<file path="src/rtl/cdr_lock_detector.sv">
// rtl/cdr_lock_detector.sv - CDR phase-error window statistics and lock-qualification FSM
module cdr_lock_detector #(
  parameter int ERR_W        = 8,
  parameter int WIN_LEN      = 64,
  parameter int LOCK_THRESH  = 2,
  parameter int GOOD_MIN     = 56,
  parameter int ACQ_WINDOWS  = 4,
  parameter int LOSS_WINDOWS = 2,
  parameter int CNT_W        = 16
) (
  input  logic                             i_clk,
  input  logic                             i_rst_n,
  input  logic                             i_enable,
  input  logic signed [ERR_W-1:0]          i_phase_error,
  input  logic                             i_clear_stats,
  output logic                             o_locked,
  output logic [1:0]                       o_lock_state,
  output logic                             o_window_done,
  output logic [$clog2(WIN_LEN+1)-1:0]     o_last_good_count,
  output logic [ERR_W:0]                   o_max_abs_err,
  output logic [CNT_W-1:0]                 o_lock_loss_count
);

  localparam int IDX_W = $clog2(WIN_LEN);
  localparam int GC_W  = $clog2(WIN_LEN + 1);
  localparam int AW    = ERR_W + 1;
  localparam int AR_W  = $clog2(ACQ_WINDOWS + 1);
  localparam int LR_W  = $clog2(LOSS_WINDOWS + 1);

  typedef enum logic [1:0] {
    ST_UNLOCKED  = 2'd0,
    ST_ACQUIRING = 2'd1,
    ST_LOCKED    = 2'd2,
    ST_HOLDOVER  = 2'd3
  } state_t;

  state_t            r_state, w_state_next;
  logic [AR_W-1:0]   r_acq_run, w_acq_run_next;
  logic [LR_W-1:0]   r_loss_run, w_loss_run_next;
  logic              w_loss_event;
  logic              r_locked;

  logic [IDX_W-1:0]  r_idx;
  logic [GC_W-1:0]   r_good_cnt;
  logic [AW-1:0]     r_peak;
  logic              r_window_done;
  logic [GC_W-1:0]   r_last_good_count;
  logic [AW-1:0]     r_max_abs_err;
  logic [CNT_W-1:0]  r_lock_loss_count;

  // Widen before negating so the most negative error maps to a positive magnitude.
  logic signed [AW-1:0] w_err_ext;
  logic [AW-1:0]        w_abs;
  logic                 w_good_sample;
  logic                 w_close;
  logic [GC_W-1:0]      w_cnt_total;
  logic [AW-1:0]        w_peak_total;
  logic                 w_good_window;

  assign w_err_ext     = AW'(i_phase_error);
  assign w_abs         = w_err_ext[AW-1] ? AW'(-w_err_ext) : AW'(w_err_ext);
  assign w_good_sample = (w_abs <= AW'(LOCK_THRESH));
  assign w_close       = i_enable && (r_idx == IDX_W'(WIN_LEN - 1));
  assign w_cnt_total   = r_good_cnt + GC_W'(w_good_sample);
  assign w_peak_total  = (w_abs > r_peak) ? w_abs : r_peak;
  assign w_good_window = (w_cnt_total >= GC_W'(GOOD_MIN));

  always_comb begin
    w_state_next    = r_state;
    w_acq_run_next  = r_acq_run;
    w_loss_run_next = r_loss_run;
    w_loss_event    = 1'b0;
    if (w_close) begin
      case (r_state)
        ST_UNLOCKED: begin
          if (w_good_window) begin
            if (ACQ_WINDOWS == 1) begin
              w_state_next   = ST_LOCKED;
              w_acq_run_next = '0;
            end else begin
              w_state_next   = ST_ACQUIRING;
              w_acq_run_next = AR_W'(1);
            end
          end
        end
        ST_ACQUIRING: begin
          if (!w_good_window) begin
            w_state_next   = ST_UNLOCKED;
            w_acq_run_next = '0;
          end else if (int'(r_acq_run) + 1 >= ACQ_WINDOWS) begin
            w_state_next   = ST_LOCKED;
            w_acq_run_next = '0;
          end else begin
            w_acq_run_next = r_acq_run + 1'b1;
          end
        end
        ST_LOCKED: begin
          if (!w_good_window) begin
            if (LOSS_WINDOWS == 1) begin
              w_state_next = ST_UNLOCKED;
              w_loss_event = 1'b1;
            end else begin
              w_state_next    = ST_HOLDOVER;
              w_loss_run_next = LR_W'(1);
            end
          end
        end
        default: begin
          if (w_good_window) begin
            w_state_next    = ST_LOCKED;
            w_loss_run_next = '0;
          end else if (int'(r_loss_run) + 1 >= LOSS_WINDOWS) begin
            w_state_next    = ST_UNLOCKED;
            w_loss_run_next = '0;
            w_loss_event    = 1'b1;
          end else begin
            w_loss_run_next = r_loss_run + 1'b1;
          end
        end
      endcase
    end
  end

  always_ff @(posedge i_clk or negedge i_rst_n) begin
    if (!i_rst_n) begin
      r_state    <= ST_UNLOCKED;
      r_acq_run  <= '0;
      r_loss_run <= '0;
      r_locked   <= 1'b0;
    end else begin
      r_state    <= w_state_next;
      r_acq_run  <= w_acq_run_next;
      r_loss_run <= w_loss_run_next;
      r_locked   <= (w_state_next == ST_LOCKED) || (w_state_next == ST_HOLDOVER);
    end
  end

  always_ff @(posedge i_clk or negedge i_rst_n) begin
    if (!i_rst_n) begin
      r_idx             <= '0;
      r_good_cnt        <= '0;
      r_peak            <= '0;
      r_window_done     <= 1'b0;
      r_last_good_count <= '0;
      r_max_abs_err     <= '0;
      r_lock_loss_count <= '0;
    end else begin
      r_window_done <= 1'b0;
      if (i_enable) begin
        if (w_close) begin
          r_idx             <= '0;
          r_good_cnt        <= '0;
          r_peak            <= '0;
          r_window_done     <= 1'b1;
          r_last_good_count <= w_cnt_total;
          r_max_abs_err     <= w_peak_total;
        end else begin
          r_idx      <= r_idx + 1'b1;
          r_good_cnt <= w_cnt_total;
          r_peak     <= w_peak_total;
        end
      end
      if (w_loss_event && (r_lock_loss_count != {CNT_W{1'b1}})) begin
        r_lock_loss_count <= r_lock_loss_count + 1'b1;
      end
      // Clearing overrides both the window-close load and a same-cycle loss increment.
      if (i_clear_stats) begin
        r_max_abs_err     <= '0;
        r_lock_loss_count <= '0;
      end
    end
  end

  assign o_locked          = r_locked;
  assign o_lock_state      = r_state;
  assign o_window_done     = r_window_done;
  assign o_last_good_count = r_last_good_count;
  assign o_max_abs_err     = r_max_abs_err;
  assign o_lock_loss_count = r_lock_loss_count;

endmodule
</file>
<file path="config.mk">
export PLATFORM = sky130hd
export DESIGN_NAME = cdr_lock_detector
export DESIGN_NICKNAME = d
export VERILOG_FILES = /design/src/rtl/cdr_lock_detector.sv
export SDC_FILE = /design/constraint.sdc
export NUM_CORES = 1
export LEC_CHECK = 0
export CORE_AREA = 2 2 116 96
export DETAILED_ROUTE_END_ITERATION = 6
export DIE_AREA = 0 0 118 98
export MAX_ROUTING_LAYER = met4
export PLACE_DENSITY = 0.52
export SETUP_SLACK_MARGIN = 0.05
export SLEW_MARGIN = 10
export SYNTH_ARGS = -nofsm -noshare
export SYNTH_HDL_FRONTEND = slang
export SYNTH_SLANG_ARGS = --single-unit
</file>
<file path="constraint.sdc">
create_clock -name i_clk -period 3 [get_ports i_clk]
set_input_delay 0.6 -clock i_clk [delete_from_list [all_inputs] [get_ports i_clk]]
set_output_delay 0.6 -clock i_clk [all_outputs]
set_load 0.1 [all_outputs]
</file>
==> impl_metrics.toml, run 1 <==
[layout]
antenna_cells = 0
drive_above_1_share = 0.3583
areaGrowthSynthToFinish_pct = 45.13
final_cell_area_um2 = 5182
nets = 517

[pwr]
power.share.sequential = 0.369
swShare = 0.3205
p_sw_uw = 917.9
powerDensity_nw_per_um2 = 552.6
peakVddDrop_mv = 0.3526
leakagePower_nw = 2.230
p_clk_frac = 0.362
p_comb_frac = 0.269
power.internal_mw = 1.946

[placement]
numPortBuffers = 47
gp_congestion = 0.7723
placed_area_um2 = 4491
place_hpwl_um = 6528

[setup_path]
cp-end-kind = "register"
crit_path_start = "i_phase_error[1]"
slowest_delay_ns = 0.39
r2r_end = "o_max_abs_err[6]$_DFFE_PN0P_"
reg2reg_slack_ns = 0.52
start_kind = "input pin"
cp.required_ns = 3.25
cp-endpoint = "o_lock_loss_count[14]$_DFFE_PN0P_"
cp.arrival_ns = 3.51
ff2ff_path_depth = 10
r2r_start = "r_peak[6]$_DFFE_PN0P_"
cp_slowest_cell = "a2111o_1"
crit_chain = "buf_12 -> inv_12 -> ha_4 -> or2b_1 -> xnor2_2 -> a2111o_1 -> nor4_4 -> ha_2 -> ha_4 -> nand2b_4 -> a22oi_2 -> o221ai_4 -> nand4_1 -> buf_6 -> or3_1 -> a21oi_1"
crit_type = "input pin to register"
cp_max_fo = 8
cp_common_cell = "ha_4"

[logic_synthesis]
synthTopCellsByArea = "dfrtp_1 (44%), ha_1 (5.6%), nand2_1 (4.8%)"
ys_types = 55
syn_avg_cell_area_um2 = 9.299
syn_inst = 384
synth_area_um2 = 3571
yosysMostFrequentCell = "dfrtp_1"
synth_async_sr_flop_share = 1.000
synth_nets = 412
ys_seq_elements = 63
synth_commonest_cells = "dfrtp_1 (63), nand2_1 (46), a21oi_1 (34), o21ai_0 (32), inv_1 (23)"
synth_top_flop_cell = "dfrtp_1"
yosys_warnings = 0
synth-edff-count = 0
synth_top_area_share = 0.4415
ys_seq_area_frac = 0.4415
synth_top_cell_by_area = "dfrtp_1"

[sta]
grt_setup_unrepaired = "true"
finalMaxSlewViolations = 0
hold_violations = 0
fmax_mhz = 307.1
layout_min_cycle_time_ns = 3.256
skew_ns = 0.005291
relSlewSlack = 0.4544
hold_slack_ns = 0.4406
setup_ws_ns = -0.2562
setup-tns-final_ns = -5.134
setup-violations-final = 30
tightest_slew_ns = 0.8184
layout_worst_path_cycle_share = 1.085

[routing]
totalWireLength_um = 9830
ant_nets = 0
drcViolationCount = 0
detail_route.wl_per_cell_um = 15.41
num_vias = 3293
first_pass_iters = 4
viasPerCell = 5.161
drtIter0Drc = 201

[die]
rows = 34
start_util = 0.3398
placeableCoreArea_um2 = 10510
die_h_um = 98
die-area_um2 = 11560
io_pins = 48
die_w_um = 118

[global_route]
grt.met2_usage = 0.2612
met3_usage = 0.05491
track_usage = 0.1849
grt_overflow = 0
top_usage_layer = "met2"
met1_usage = 0.2567
grt_pass1_vias = 3296
grt_pass1_wl_um = 16570
grt_max_degree = 64
antenna_found_initial = 0

[clock_network]
max-clock-path-buffers = 2
cts.sinks = 63
cts.reportedPaths.clkPinSlew_ns = 0.05
numCtsBuffers = 9
holdBufCountCts = 0
cts_tree = "yes"
clk_latency_ns = 0.33
htree_num_levels = 3
cts_root_buf = "clkbuf_16"

[run_status]
status = "complete, but fails checks"
violations = "setup timing"

[min_path]
hp-class = "input pin to async pin"

[flow_run]
drv_cap = 0
-- sequential cells by signal, summed over array words and instances, names as in the netlist, 2 cells and up --
signal,cells
r_acq_run,3
o_last_good_count,7
o_lock_state,2
o_max_abs_err,9
r_peak,9
r_loss_run,2
o_lock_loss_count,16
r_good_cnt,7
r_idx,6
-- timing repair --
action | CTS | global route
buffers inserted | 14 | 6
hold endpoints to repair | 0 | 0
setup endpoints to repair | 51 | 45
gates resized for setup | 69 | 24
pin swaps | 27 | 17
-- cell families after synthesis --
logic type	synth area share
AO/OA/AOI/OAI	0.1997
XOR/XNOR	0.03189
adder cells (fa/ha/maj)	0.05606
buffers and inverters	0.04835
flip-flops	0.4415
multiplexers	0.01507
other	0.001050
AND/OR/NAND/NOR	0.2064
-- cells in the final DEF (no fill, tap or decap), drive strengths merged, types with 9 or more instances in the layout --
| master | n |
|---|---|
| inv | 23 |
| nand4 | 11 |
| nor2 | 18 |
| ha | 16 |
| clkbuf | 12 |
| nand2 | 46 |
| buf | 107 |
| a32o | 9 |
| dfrtp | 63 |
| xnor2 | 12 |
| a21oi | 34 |
| nand3 | 16 |
| or3 | 13 |
| o21ai | 33 |
-- critical path: cells and delay by family --
family	cells	cell delay (ns)
AND/OR/NAND/NOR	5	1.06
AO/OA/AOI/OAI	4	0.86
adder cells (fa/ha/maj)	3	0.55
buffers and inverters	3	0.30
XOR/XNOR	1	0.15
-- power groups by stage --
stage          registers (mW)  clock network (mW)  logic (mW)
2_1_floorplan            1.15                   0       0.345
3_3_place_gp             1.06                   0       0.641
3_5_place_dp             1.07                   0       0.646
4_1_cts                  1.05                1.06       0.710
5_1_grt                  1.07                1.10       0.847
6_report                 1.06                1.04       0.771
-- metal layers --
layer / up-vias / part of all wire
met2: 80 / 0.44
met4: 0 / 0.012
met5: - / 0
met3: 11 / 0.047
met1: 1587 / 0.50
li1: 1615 / -
-- through the flow --
stage	total power, mW	setup WS (ns)	std cells	utilization
after floorplan	1.490	-0.4408	384	-
after global placement	1.704	-1.197	603	0.4274
after detailed placement	1.711	-1.376	603	0.4274
after CTS	2.826	-0.3194	633	0.4819
after global routing	3.017	-0.3782	638	0.4932
final	2.864	-0.2562	638	0.4932
-- layout make-up --
class,count,area [µm²]
Fill cell,975,5325
Multi-Input combinational cell,280,2130
Sequential cell,63,1577
Timing Repair Buffer,111,894.6
Clock buffer,12,246.5
Tap cell,144,180.2
Inverter,24,110.1
Clock inverter,4,45.04
-- worst min-delay path by stage --
stage / startpoint / endpoint / slack, ns / cells after the start
2_1_floorplan: i_rst_n / o_last_good_count[0]$_DFFE_PN0P_ / 0.30 / 0
3_3_place_gp: r_idx[4]$_DFFE_PN0P_ / r_idx[4]$_DFFE_PN0P_ / 0.46 / 1
3_5_place_dp: r_idx[4]$_DFFE_PN0P_ / r_idx[4]$_DFFE_PN0P_ / 0.46 / 1
4_1_cts: r_idx[4]$_DFFE_PN0P_ / r_idx[4]$_DFFE_PN0P_ / 0.47 / 1
5_1_grt: r_idx[4]$_DFFE_PN0P_ / r_idx[4]$_DFFE_PN0P_ / 0.47 / 1
6_report: i_rst_n / r_idx[3]$_DFFE_PN0P_ / 0.44 / 2
Note: power is estimated with default switching activity, not from simulation.
==> run 2: changes to the inputs <==
--- a/config.mk
+++ b/config.mk
@@ -5,11 +5,13 @@
 export SDC_FILE = /design/constraint.sdc
 export NUM_CORES = 1
 export LEC_CHECK = 0
+export CELL_PAD_IN_SITES_DETAIL_PLACEMENT = 1
+export CELL_PAD_IN_SITES_GLOBAL_PLACEMENT = 1
 export CORE_AREA = 2 2 116 96
 export DETAILED_ROUTE_END_ITERATION = 6
 export DIE_AREA = 0 0 118 98
 export MAX_ROUTING_LAYER = met4
-export PLACE_DENSITY = 0.52
+export PLACE_DENSITY = 0.65
 export SETUP_SLACK_MARGIN = 0.05
 export SLEW_MARGIN = 10
 export SYNTH_ARGS = -nofsm -noshare
==> run 2 against run 1 <==
Against the previous run:
- the run still ends with setup timing left
- die area did not move
- global-route usage rose by 2.6 points
- critical path type unchanged
- combinational power rose by 13%
- hold slack got worse by 0.31 ns
- sequential share of layout area fell by 0.87 points
- critical endpoint is now o_lock_loss_count[1]$_DFFE_PN0P_
==> impl_metrics.toml, run 2 (same netlist as run 1, synthesis figures left out) <==
[run_status]
status = "complete, but fails checks"
violations = "setup timing"

[routing]
num_vias = 3422
topRoutingLayerUsed = "met4"
detail_route.wl_per_cell_um = 17.80
wl_met2_um = 5649
totalWireLength_um = 11500
drcViolationCount = 0
first_pass_iters = 4
viasPerCell = 5.297
drtIter0Drc = 127
ant_nets = 0
met3_length_um = 288
drt-met1-wl_um = 5375

[sta]
fmax_mhz = 300.3
setup_ws_ns = -0.3305
hold_violations = 0
finalMaxSlewViolations = 0
setup-violations-final = 37
skew_ns = 0.007370
layout_min_cycle_time_ns = 3.331
grt_setup_unrepaired = "true"
hold_slack_ns = 0.1263
relSlewSlack = 0.6334
setup-tns-final_ns = -6.653
tightest_slew_ns = 0.5469
layout_worst_path_cycle_share = 1.110

[global_route]
track_usage = 0.2112
grt_max_degree = 32
grt_pass1_vias = 3690
grt_pass1_wl_um = 18750
antenna_found_initial = 0
grt_overflow = 0

[die]
die_w_um = 118
placeableCoreArea_um2 = 10510
die_h_um = 98
io_pins = 48
rows = 34
start_util = 0.3398
die-area_um2 = 11560

[setup_path]
cp-end-kind = "register"
cp.arrival_ns = 3.58
crit_type = "input pin to register"
start_kind = "input pin"
r2r_start = "r_peak[6]$_DFFE_PN0P_"
cp.required_ns = 3.24
ff2ff_path_depth = 11
reg2reg_slack_ns = 0.48
r2r_end = "o_max_abs_err[6]$_DFFE_PN0P_"
cp_max_fo = 13

[layout]
stdcell_count = 646
final_cell_mix = "buf_4 (95), dfrtp_1 (63), nand2_1 (43)"
final_common_cell = "buf_4"
largest_reg_flops = 16
utilization = 0.5077
areaGrowthSynthToFinish_pct = 49.40
drive_above_1_share = 0.3944
final_cell_area_um2 = 5335
antenna_cells = 0
nets = 525

[pwr]
swShare = 0.3349
p_total_mw = 2.901
power.share.sequential = 0.366
leakagePower_nw = 2.284
peakVddDrop_mv = 0.2524
p_sw_uw = 971.4
powerDensity_nw_per_um2 = 543.7
power.internal_mw = 1.929
p_clk_frac = 0.334
p_comb_frac = 0.299

[clock_network]
numCtsBuffers = 9
htree_num_levels = 3
cts.reportedPaths.clkPinSlew_ns = 0.05
cts.sinks = 63
max-clock-path-buffers = 2
cts_root_buf = "clkbuf_16"
clk_latency_ns = 0.33
cts_tree = "yes"
holdBufCountCts = 0

[placement]
post-place-ws_ns = -1.319
numPortBuffers = 47
dp_cells = 607
placed_area_um2 = 4521
gp_congestion = 0.7772
place_hpwl_um = 7663

[flow_run]
drv_cap = 0

[min_path]
hp-class = "input pin to async pin"
==> run 2: what timing repair did <==
action                                  4_1_cts  5_1_grt
gates cloned                                  1        0
endpoints found under the setup margin       50       45
setup buffers                                12       12
resized for setup                            70       53
pin swaps                                    29       29
==> run 2: power by group through the flow <==
stage / combinational, mW / clock [mW] / sequential, mW
floorplan: 0.345 / 0 / 1.15
global placement: 0.637 / 0 / 1.06
detailed placement: 0.657 / 0 / 1.07
CTS: 0.759 / 0.995 / 1.06
global route: 0.936 / 1.03 / 1.08
finish: 0.868 / 0.970 / 1.06
==> run 2: worst max-delay path by stage <==
stage                     start                               end  slack (ns)
2_1_floorplan  i_phase_error[1]  o_lock_loss_count[9]$_DFFE_PN0P_       -0.44
3_3_place_gp   i_phase_error[1]  o_lock_loss_count[3]$_DFFE_PN0P_       -1.26
3_5_place_dp   i_phase_error[1]  o_lock_loss_count[3]$_DFFE_PN0P_       -1.32
4_1_cts        i_phase_error[1]  o_lock_loss_count[9]$_DFFE_PN0P_       -0.34
5_1_grt        i_phase_error[0]  o_lock_loss_count[1]$_DFFE_PN0P_       -0.44
6_report       i_phase_error[0]  o_lock_loss_count[1]$_DFFE_PN0P_       -0.33
==> run 2: layout make-up <==
type	count	area, µm²
Clock buffer	12	256.5
Clock inverter	4	20.02
Fill cell	1204	5172
Inverter	24	110.1
Multi-Input combinational cell	280	2220
Sequential cell	63	1577
Tap cell	144	180.2
Timing Repair Buffer	119	972.2
==> run 2: metal layers <==
metal  vias to the layer above  global-route usage
met1                      1730              0.2651
met3                        15             0.04381
li1                       1628                   -
met4                         0             0.05931
met5                         -                   -
met2                        49              0.3470
==> run 2: worst max-delay path: stages <==
cell and delay (ns):
buf_8 0.09, inv_8 0.03, ha_4 0.14, or2b_1 0.25
xnor2_2 0.15, a2111o_1 0.36, nor4_2 0.17, ha_2 0.25
ha_4 0.15, nand3_4 0.09, nor3_4 0.27, xnor2_4 0.18
nand3_4 0.17, or4b_1 0.51, a21oi_1 0.17
==> run 3: changes to the inputs <==
--- a/config.mk
+++ b/config.mk
@@ -17,3 +17,4 @@
 export SYNTH_ARGS = -nofsm -noshare
 export SYNTH_HDL_FRONTEND = slang
 export SYNTH_SLANG_ARGS = --single-unit
+export TNS_END_PERCENT = 30
==> run 3 against run 2 <==
Against the previous run:
- final area is 3.4% lower
- largest cell class unchanged
- combinational power is 13% lower
- the run still ends with setup timing left
- flip-flop and latch count stayed put
- sequential share of layout area is 1.0 points higher
==> impl_metrics.toml, run 3 (same netlist as run 1, synthesis figures left out) <==
[setup_path]
cp.arrival_ns = 3.60
cp.required_ns = 3.26
cp_max_fo = 8
crit_type = "input pin to register"
cp-end-kind = "register"
start_kind = "input pin"
crit_path_start = "i_phase_error[1]"
r2r_start = "r_peak[5]$_DFFE_PN0P_"

[routing]
drcViolationCount = 0
detail_route.wl_per_cell_um = 17.43
first_pass_iters = 4
totalWireLength_um = 11040
ant_nets = 0
drtIter0Drc = 160
num_vias = 3393
viasPerCell = 5.360

[clock_network]
numCtsBuffers = 9
cts.reportedPaths.clkPinSlew_ns = 0.06
clk_latency_ns = 0.33
htree_num_levels = 3
max-clock-path-buffers = 2
cts_root_buf = "clkbuf_16"
cts.sinks = 63
cts_tree = "yes"

[layout]
final_cell_mix = "buf_4 (88), dfrtp_1 (63), nand2_1 (44)"
largest_reg_flops = 16
final_cell_area_um2 = 5152
drive_above_1_share = 0.3681
antenna_cells = 0
nets = 512
areaGrowthSynthToFinish_pct = 44.29
final_common_cell = "buf_4"
utilization = 0.4904

[sta]
setup_ws_ns = -0.3336
layout_worst_path_cycle_share = 1.111
tightest_slew_ns = 0.7702
hold_violations = 0
skew_ns = 0.008207
grt_setup_unrepaired = "true"
layout_min_cycle_time_ns = 3.334
finalMaxSlewViolations = 0
fmax_mhz = 300.0
relSlewSlack = 0.4865
setup-violations-final = 37

[min_path]
hp-class = "input pin to async pin"

[global_route]
track_usage = 0.2066
grt_max_degree = 35
grt_pass1_vias = 3640
antenna_found_initial = 0
grt_overflow = 0
grt_pass1_wl_um = 18700

[pwr]
leakagePower_nw = 2.198
powerDensity_nw_per_um2 = 552.5
peakVddDrop_mv = 0.2404

[placement]
numPortBuffers = 47
gp_congestion = 0.8006
placed_area_um2 = 4523
place_hpwl_um = 7685

[die]
die_w_um = 118
die-area_um2 = 11560
die_h_um = 98
io_pins = 48
start_util = 0.3398
placeableCoreArea_um2 = 10510
rows = 34

[run_status]
violations = "setup timing"
status = "complete, but fails checks"

[flow_run]
drv_cap = 0
run 3: cell types whose count changed in the layout (fill, tap and decap cells not counted), sizes merged:
cell and change:
bufinv +1, nand3 +1, buf -15, clkinv -1, clkbuf +1
run 3: final timing paths:
check	to	cells after the start	slack, ns
max in group asynchronous	o_last_good_count[0]$_DFFE_PN0P_	2	2.01
setup reg to reg	o_max_abs_err[8]$_DFFE_PN0P_	9	0.58
min in group i_clk	o_last_good_count[0]$_DFFE_PN0P_	2	0.48
setup / recovery	o_lock_loss_count[15]$_DFFE_PN0P_	16	-0.33
hold reg to reg	o_last_good_count[0]$_DFFE_PN0P_	2	0.48
hold / removal	o_max_abs_err[1]$_DFFE_PN0P_	1	0.33
run 3: per-layer routing:
metal,part of all wire,routed length [µm],global-route usage
met5,0,0,-
met4,0.0083,92,0.04912
met3,0.038,417,0.04322
met2,0.48,5263,0.3345
met1,0.48,5262,0.2665
run 3: area by class of cell:
cell class              instances  area [µm²]
flip-flops and latches         63        1577
clock buffers                  12       246.5
inverters                      24       110.1
clock inverters                 4       45.04
well taps                     144       180.2
multi-input cells             281        2158
fillers                      1197        5355
repair buffers                105       835.8
run 3: report_power, final:
group | switching [mW] | total (mW) | internal (mW)
sequential | 0.109 | 1.06 | 0.953
clock | 0.371 | 1.03 | 0.661
combinational | 0.444 | 0.753 | 0.309
total | 0.924 | 2.85 | 1.92
run 3: timing repair:
action                     CTS  global route
setup endpoints to repair   51            43
hold buffers                 0             0
pin swaps                   28            17
cloned                       1             0
resized for setup           65            26
hold endpoints to repair     0             0
buffers inserted             6             4
run 3: stage by stage:
| stage | power, mW | TNS (ns) | std cells | hold slack, ns | setup slack (ns) |
|---|---|---|---|---|---|
| final | 2.847 | -7.314 | 633 | 0.3324 | -0.3336 |
| after global routing | 2.994 | -12.51 | 633 | 0.3907 | -0.4671 |
| after CTS | 2.835 | -7.644 | 629 | 0.3701 | -0.3503 |
| after detailed placement | 1.734 | -51.36 | 607 | 0.4685 | -1.325 |
| after global placement | 1.706 | -48.37 | 607 | 0.4561 | -1.243 |
| after floorplan | 1.489 | -7.209 | 384 | 0.3044 | -0.4427 |
run 3: critical path: stages:
cell	delay, ns
buf_12	0.09
inv_12	0.03
ha_4	0.14
or2b_1	0.25
xnor2_2	0.15
a2111o_1	0.40
nor4_2	0.18
ha_2	0.25
ha_4	0.16
nand3_4	0.09
nor3_4	0.27
xnor2_4	0.20
nand4_1	0.16
buf_6	0.18
or3_4	0.33
a21oi_2	0.12
